## src/rtl/seven_seg_pkg.sv

```systemverilog
// Shared seven-segment definitions: active-low segment patterns, digit codes
// and the anode decode used by both the display encoder and the capture side.
package seven_seg_pkg;

    // Active-low segment patterns, bit [6]=CA ... bit [0]=CG
    localparam logic [6:0] SEG_0   = 7'h01;
    localparam logic [6:0] SEG_1   = 7'h4F;
    localparam logic [6:0] SEG_2   = 7'h12;
    localparam logic [6:0] SEG_3   = 7'h06;
    localparam logic [6:0] SEG_4   = 7'h4C;
    localparam logic [6:0] SEG_5   = 7'h24;
    localparam logic [6:0] SEG_6   = 7'h20;
    localparam logic [6:0] SEG_7   = 7'h0F;
    localparam logic [6:0] SEG_8   = 7'h00;
    localparam logic [6:0] SEG_9   = 7'h04;
    localparam logic [6:0] SEG_OFF = 7'h7F;

    // Non-numeric digit codes
    localparam logic [3:0] CODE_BLANK = 4'hF;
    localparam logic [3:0] CODE_ERR   = 4'hE;

    // Digit slot index: DIG_1 is the leftmost (thousands) position
    typedef enum logic [1:0] {
        DIG_1 = 2'd0,
        DIG_2 = 2'd1,
        DIG_3 = 2'd2,
        DIG_4 = 2'd3
    } dig_idx_t;

    // Classification of one anode sample
    typedef enum logic [1:0] {
        AN_DARK  = 2'd0,
        AN_ONE   = 2'd1,
        AN_MULTI = 2'd2
    } an_kind_t;

    typedef struct packed {
        an_kind_t kind;
        dig_idx_t idx;
    } an_dec_t;

    // Decode active-low anodes packed as {a1,a2,a3,a4}
    function automatic an_dec_t anode_decode(input logic [3:0] an);
        an_dec_t r;
        r.kind = AN_MULTI;
        r.idx  = DIG_1;
        case (an)
            4'b1111: r.kind = AN_DARK;
            4'b0111: begin r.kind = AN_ONE; r.idx = DIG_1; end
            4'b1011: begin r.kind = AN_ONE; r.idx = DIG_2; end
            4'b1101: begin r.kind = AN_ONE; r.idx = DIG_3; end
            4'b1110: begin r.kind = AN_ONE; r.idx = DIG_4; end
            default: r.kind = AN_MULTI;
        endcase
        return r;
    endfunction

endpackage

```

## src/rtl/seg_decode.sv

```systemverilog
// Combinational seven-segment pattern to BCD decoder with error flag.
module seg_decode
    import seven_seg_pkg::*;
(
    input  logic [6:0] seg,
    output logic [3:0] code,
    output logic       err
);

    // Map each legal active-low pattern to its code; anything else is an error
    always_comb begin
        // NOTE: defaults first so every path assigns both outputs and no latch is inferred.
        code = CODE_ERR;
        err  = 1'b1;
        case (seg)
            SEG_0:   begin code = 4'd0;       err = 1'b0; end
            SEG_1:   begin code = 4'd1;       err = 1'b0; end
            SEG_2:   begin code = 4'd2;       err = 1'b0; end
            SEG_3:   begin code = 4'd3;       err = 1'b0; end
            SEG_4:   begin code = 4'd4;       err = 1'b0; end
            SEG_5:   begin code = 4'd5;       err = 1'b0; end
            SEG_6:   begin code = 4'd6;       err = 1'b0; end
            SEG_7:   begin code = 4'd7;       err = 1'b0; end
            SEG_8:   begin code = 4'd8;       err = 1'b0; end
            SEG_9:   begin code = 4'd9;       err = 1'b0; end
            SEG_OFF: begin code = CODE_BLANK; err = 1'b0; end
            default: begin code = CODE_ERR;   err = 1'b1; end
        endcase
    end

endmodule

```

## src/rtl/seven_seg_capture.sv

```systemverilog
// Receive-side monitor for a multiplexed 4-digit seven-segment bus: samples
// the scan, rebuilds complete frames, detects blanking and measures the
// flash period between blanking onsets.
module seven_seg_capture
    import seven_seg_pkg::*;
#(
    parameter int DARK_CYCLES = 4,
    parameter int PW          = 16
) (
    input  logic          clk,
    input  logic          rst,
    input  logic [6:0]    led_seg,
    input  logic          a1,
    input  logic          a2,
    input  logic          a3,
    input  logic          a4,
    output logic [3:0]    dig1,
    output logic [3:0]    dig2,
    output logic [3:0]    dig3,
    output logic [3:0]    dig4,
    output logic          frame_valid,
    output logic          dark,
    output logic [PW-1:0] flash_period,
    output logic          period_valid,
    output logic          seg_err,
    output logic          an_err
);

    localparam int            DW        = $clog2(DARK_CYCLES + 1);
    localparam logic [DW-1:0] DARK_MAX  = DW'(DARK_CYCLES);
    localparam logic [DW-1:0] DARK_LAST = DW'(DARK_CYCLES - 1);

    logic [6:0]    seg_q;
    logic [3:0]    an_q;
    an_dec_t       an_dec;
    logic [3:0]    seg_code;
    logic          seg_bad;
    logic          sample_valid;
    logic          sample_dark;
    logic          dark_rise;
    logic          frame_done;
    logic [3:0]    seen;
    logic [3:0]    seen_upd;
    logic [3:0]    shadow     [0:3];
    logic [3:0]    shadow_upd [0:3];
    logic [3:0]    digs       [0:3];
    logic [DW-1:0] dark_cnt;
    logic [PW-1:0] per_cnt;
    logic          armed;

    // Input stage: register the scanned pins; reset to an idle, dark bus
    always_ff @(posedge clk or posedge rst) begin
        if (rst) begin
            seg_q <= SEG_OFF;
            an_q  <= 4'hF;
        end else begin
            // NOTE: sequential state uses non-blocking assignments so every flop samples pre-edge values.
            seg_q <= led_seg;
            an_q  <= {a1, a2, a3, a4};
        end
    end

    assign an_dec = anode_decode(an_q);

    seg_decode u_seg_decode (
        .seg  (seg_q),
        .code (seg_code),
        .err  (seg_bad)
    );

    assign sample_valid = (an_dec.kind == AN_ONE);
    assign sample_dark  = (an_dec.kind == AN_DARK) || (sample_valid && (seg_q == SEG_OFF));
    assign dark_rise    = sample_dark && (dark_cnt == DARK_LAST);
    assign dark         = (dark_cnt == DARK_MAX);

    // Fold the current sample into the shadow slots and seen mask
    always_comb begin
        seen_upd = seen;
        for (int i = 0; i < 4; i++) shadow_upd[i] = shadow[i];
        if (sample_valid) begin
            seen_upd[an_dec.idx]   = 1'b1;
            shadow_upd[an_dec.idx] = seg_code;
        end
    end

    assign frame_done = sample_valid && (&seen_upd);

    // Shadow storage for the frame being assembled
    // NOTE: shadows carry no reset; the seen mask alone decides when their contents are trusted.
    always_ff @(posedge clk) begin
        for (int i = 0; i < 4; i++) shadow[i] <= shadow_upd[i];
    end

    // Frame commit: a blanking onset overrides a frame completing in the same cycle
    always_ff @(posedge clk or posedge rst) begin
        if (rst) begin
            seen        <= 4'b0000;
            frame_valid <= 1'b0;
            for (int i = 0; i < 4; i++) digs[i] <= CODE_BLANK;
        end else if (dark_rise) begin
            seen        <= 4'b0000;
            frame_valid <= 1'b1;
            for (int i = 0; i < 4; i++) digs[i] <= CODE_BLANK;
        end else if (frame_done) begin
            seen        <= 4'b0000;
            frame_valid <= 1'b1;
            for (int i = 0; i < 4; i++) digs[i] <= shadow_upd[i];
        end else begin
            seen        <= seen_upd;
            frame_valid <= 1'b0;
        end
    end

    assign dig1 = digs[0];
    assign dig2 = digs[1];
    assign dig3 = digs[2];
    assign dig4 = digs[3];

    // Count consecutive dark samples, saturating at the dark threshold
    always_ff @(posedge clk or posedge rst) begin
        if (rst) begin
            dark_cnt <= '0;
        end else if (!sample_dark) begin
            dark_cnt <= '0;
        end else if (dark_cnt != DARK_MAX) begin
            dark_cnt <= dark_cnt + 1'b1;
        end
    end

    // Flash period: cycles between successive blanking onsets, first onset only arms
    always_ff @(posedge clk or posedge rst) begin
        if (rst) begin
            per_cnt      <= '0;
            armed        <= 1'b0;
            flash_period <= '0;
            period_valid <= 1'b0;
        end else begin
            period_valid <= 1'b0;
            if (dark_rise) begin
                if (armed) begin
                    flash_period <= per_cnt;
                    period_valid <= 1'b1;
                end
                armed   <= 1'b1;
                per_cnt <= PW'(1);
            end else if (per_cnt != '1) begin
                per_cnt <= per_cnt + 1'b1;
            end
        end
    end

    // Sticky error flags, cleared only by reset
    always_ff @(posedge clk or posedge rst) begin
        if (rst) begin
            an_err  <= 1'b0;
            seg_err <= 1'b0;
        end else begin
            if (an_dec.kind == AN_MULTI) an_err <= 1'b1;
            if (sample_valid && seg_bad) seg_err <= 1'b1;
        end
    end

endmodule

```

## config.mk

```make
export PLATFORM = sky130hd
export DESIGN_NAME = seven_seg_capture
export DESIGN_NICKNAME = d
export VERILOG_FILES = /design/src/rtl/seven_seg_pkg.sv /design/src/rtl/seg_decode.sv /design/src/rtl/seven_seg_capture.sv
export SDC_FILE = /design/constraint.sdc
export NUM_CORES = 1
export LEC_CHECK = 0
export BUFFER_PORTS_ARGS = -buffer_cell sky130_fd_sc_hd__buf_2
export CORE_MARGIN = 1.5
export CORE_UTILIZATION = 35
export CTS_CLUSTER_DIAMETER = 80
export DETAILED_ROUTE_END_ITERATION = 8
export PLACE_DENSITY = 0.63
export SYNTH_ARGS = -nofsm -noshare
export SYNTH_HDL_FRONTEND = slang
export SYNTH_SLANG_ARGS = --single-unit
```

## constraint.sdc

```tcl
create_clock -name clk -period 2.9 [get_ports clk]
set_input_delay 0.145 -clock clk [delete_from_list [all_inputs] [get_ports clk]]
set_output_delay 0.145 -clock clk [all_outputs]
set_load 0.005 [all_outputs]
```

==> results.json <==
{
  "critPathSlowestCell": "dfstp_2",
  "clock_latency_ns": 0.35,
  "ys_types": 53,
  "path_clk_slew_ns": 0.09,
  "synth_nets": 346,
  "slew_headroom_pct": 51.1,
  "grt_use_met1_pct": 18.0,
  "grt_max_degree": 37,
  "netlist_area_sq_um": 3730,
  "tns_ns": 0,
  "critical_path.max_stage_delay_ns": 0.62,
  "clock.fmax_ghz": 0.407,
  "rsz0062_at_grt": "false",
  "skew_ns": 0.0100,
  "die_width_microns": 106,
  "hpwl_microns": 5390,
  "grt_use_met3_pct": 2.82,
  "ys_ff_latch": 87,
  "worst_slew_pin_slew_ns": 0.732,
  "drc": 0,
  "layout_commonest_cell": "buf_2",
  "setup_violations": 0,
  "synth_edf_count": 0,
  "r2r_start": "an_q[2]$_DFF_PP1_",
  "gp_congestion": 0.750,
  "wl_per_cell_microns": 14.3,
  "numCtsBuffers": 9,
  "mostFrequentLayoutCells": "buf_2, dfrtp_1, nor2_1",
  "firstDrtPassIters": 6,
  "path_buf_inv": 0,
  "timing.rr.end": "flash_period[1]$_DFFE_PP0P_",
  "async_reset_ff_share_pct": 81.6,
  "first_iter_violations": 66,
  "end_kind": "register",
  "crit_start": "an_q[2]$_DFF_PP1_",
  "final.period_utilization_pct": 84.7,
  "drive_gt1_share_pct": 31.2,
  "fin_cells": 533,
  "leakagePower_nw": 2.05,
  "grtUsageMet2_pct": 25.3,
  "crit_fanout": 18,
  "min_path_type": "in2reg",
  "slew_viol_final": 0,
  "path_class": "reg2reg",
  "power_density_nw_per_um2": 676,
  "yosysSeqAreaShare_pct": 57.1,
  "cp.depth": 5,
  "grt_overflow_total": 0,
  "min_period_ns": 2.45,
  "yosys_warnings": 0,
  "cts.sinks": 87,
  "area_delta_synth_final_pct": 19.0,
  "startpoint_type": "register",
  "synth_ff_type": "dfrtp_1",
  "ant_nets": 0,
  "root_buffer": "clkbuf_8",
  "die_y_microns": 106,
  "num_vias": 2600,
  "crit_arrival_ns": 2.69,
  "fin_util_pct": 43.0,
  "synthCells": 329,
  "rows": 37,
  "crit_end": "flash_period[1]$_DFFE_PP0P_",
  "post_cts_buffers": 0,
  "top_usage_layer": "met2",
  "grtUsageTotal_pct": 14.5,
  "clockBufferDepth": 2,
  "n_antenna_cell": 0,
  "status": "finished clean",
  "path_delay_family": "compound AO/OA/AOI/OAI gates",
  "hold_viol": 0,
  "rrSetupSlack_ns": 0.45,
  "ff2ff_path_depth": 5,
  "wl_microns": 7630,
  "drv_cap": 0,
  "antenna_found_initial": 0,
  "worstHoldStart": "led_seg[6]",
  "grt_pass1_vias": 2689,
  "ioPinCount": 50,
  "htreeDepth": 3,
  "peakVddDrop_mv": 0.301,
  "core_area_sq_um": 10300,
  "place_inst": 505,
  "io_buffers": 49,
  "fin_nets": 409,
  "die_area_sq_um": 11300,
  "crit_chain": "and4b_1, a311o_1, a31o_1, nand2_8, mux2_4",
  "grt_pass1_wl_microns": 12900,
  "avgSynthCellArea_sq_um": 11.3,
  "cp.required_ns": 3.14,
  "cts_tree": "built",
  "viasPerCell": 4.88,
  "start_util_pct": 36.1
}
timing repair:
item,CTS,global route
resized for setup,0,0
hold buffers,12,0
endpoints found under the hold margin,42,0
endpoints found under the setup margin,0,0
worst min path at each step:
stage | end | slack [ns] | cells past startpoint
3_5_place_dp | seg_q[2]$_DFF_PP1_ | 0.25 | 1
2_1_floorplan | an_q[0]$_DFF_PP1_ | 0.15 | 0
6_report | seg_q[6]$_DFF_PP1_ | 0.43 | 2
3_3_place_gp | seg_q[0]$_DFF_PP1_ | 0.25 | 1
4_1_cts | seg_q[6]$_DFF_PP1_ | 0.40 | 2
5_1_grt | seg_q[0]$_DFF_PP1_ | 0.43 | 2
kinds of logic (layout without fill, tap and decap cells):
group	count (synthesis)	in the layout	share of synthesized area (%)
AO/OA/AOI/OAI	61	61	10.8
XOR/XNOR	14	14	3.29
adder cells (fa/ha/maj)	4	4	1.34
buffers and inverters	27	95	3.79
flip-flops	87	87	57.1
multiplexers	24	24	7.65
AND/OR/NAND/NOR	112	112	15.9
stage by stage:
step | instance area (sq um) | total power, mW | setup WS, ns | hold WS [ns]
global route | 4440 | 3.18 | 0.205 | 0.428
global placement | 4100 | 2.09 | 0.513 | 0.251
floorplan | 3730 | 1.91 | 0.764 | 0.149
detailed placement | 4100 | 2.11 | 0.453 | 0.252
CTS | 4440 | 3.04 | 0.437 | 0.404
finish | 4440 | 3.00 | 0.445 | 0.430
Yosys cell counts (all sizes together), types with 2 or more instances:
| cell type | instances | area share (%) |
|---|---|---|
| dfrtp | 44 | 30 |
| nor2 | 42 | 4.7 |
| a21oi | 27 | 3.6 |
| dfstp | 27 | 19 |
| nand2 | 24 | 2.9 |
| dfxtp | 16 | 8.6 |
| mux2 | 15 | 5.2 |
| a31oi | 11 | 1.8 |
| buf | 11 | 2.2 |
| xor2 | 10 | 2.3 |
| inv | 9 | 0.91 |
| mux2i | 9 | 2.4 |
| o2bb2ai | 9 | 2.4 |
| clkbuf | 7 | 0.70 |
| nand3 | 7 | 0.94 |
| nor3 | 7 | 1.2 |
| nand4 | 6 | 1.0 |
| and3 | 4 | 0.67 |
| ha | 4 | 1.3 |
| xnor2 | 4 | 0.94 |
| and4 | 3 | 0.70 |
| nand2b | 3 | 0.50 |
| nor4 | 3 | 0.67 |
| o21ai | 3 | 0.40 |
| a31o | 2 | 0.47 |
| and2 | 2 | 0.34 |
| and4b | 2 | 0.54 |
| nand3b | 2 | 0.40 |
| nor3b | 2 | 0.40 |
| or3 | 2 | 0.34 |
worst register-to-register path, delay by kind of cell (launching register included):
kind               cells  cell delay (ns)
DFF                    1             0.62
AOI/OAI and AO/OA      2             0.72
muxes                  1             0.34
and+or+nand+nor        2             0.67
state kept, by name, summed over array words and instances (netlist names):
| signal | cells |
|---|---|
| flash_period | 16 |
| per_cnt | 16 |
| shadow | 16 |
| seg_q | 7 |
| an_q | 4 |
| dig1 | 4 |
| dig2 | 4 |
| dig3 | 4 |
| dig4 | 4 |
| seen | 4 |
| dark_cnt | 3 |
| an_err | 1 |
| armed | 1 |
| frame_valid | 1 |
| period_valid | 1 |
| seg_err | 1 |
layout make-up:
type	count	area [sq um]
clock buffer	11	131
clock inverter	5	81.3
fill	1015	5890
inverter	9	33.8
multi-input combinational	215	1460
sequential	87	2130
tap	136	170
timing repair buffer	70	433
power by group:
part	total, mW	internal, mW	switching, mW	leakage, nW
Combinational	0.466	0.232	0.234	0.950
Sequential	1.62	1.49	0.137	0.996
Clock	0.909	0.488	0.422	0.104
routing by layer:
metal | vias up | share of wire, %
met5 | - | 0
met3 | 10 | 2.9
met4 | 0 | 1.4
met1 | 1260 | 45
met2 | 46 | 51
li1 | 1284 | -
Note: power is estimated with default switching activity, not from simulation.
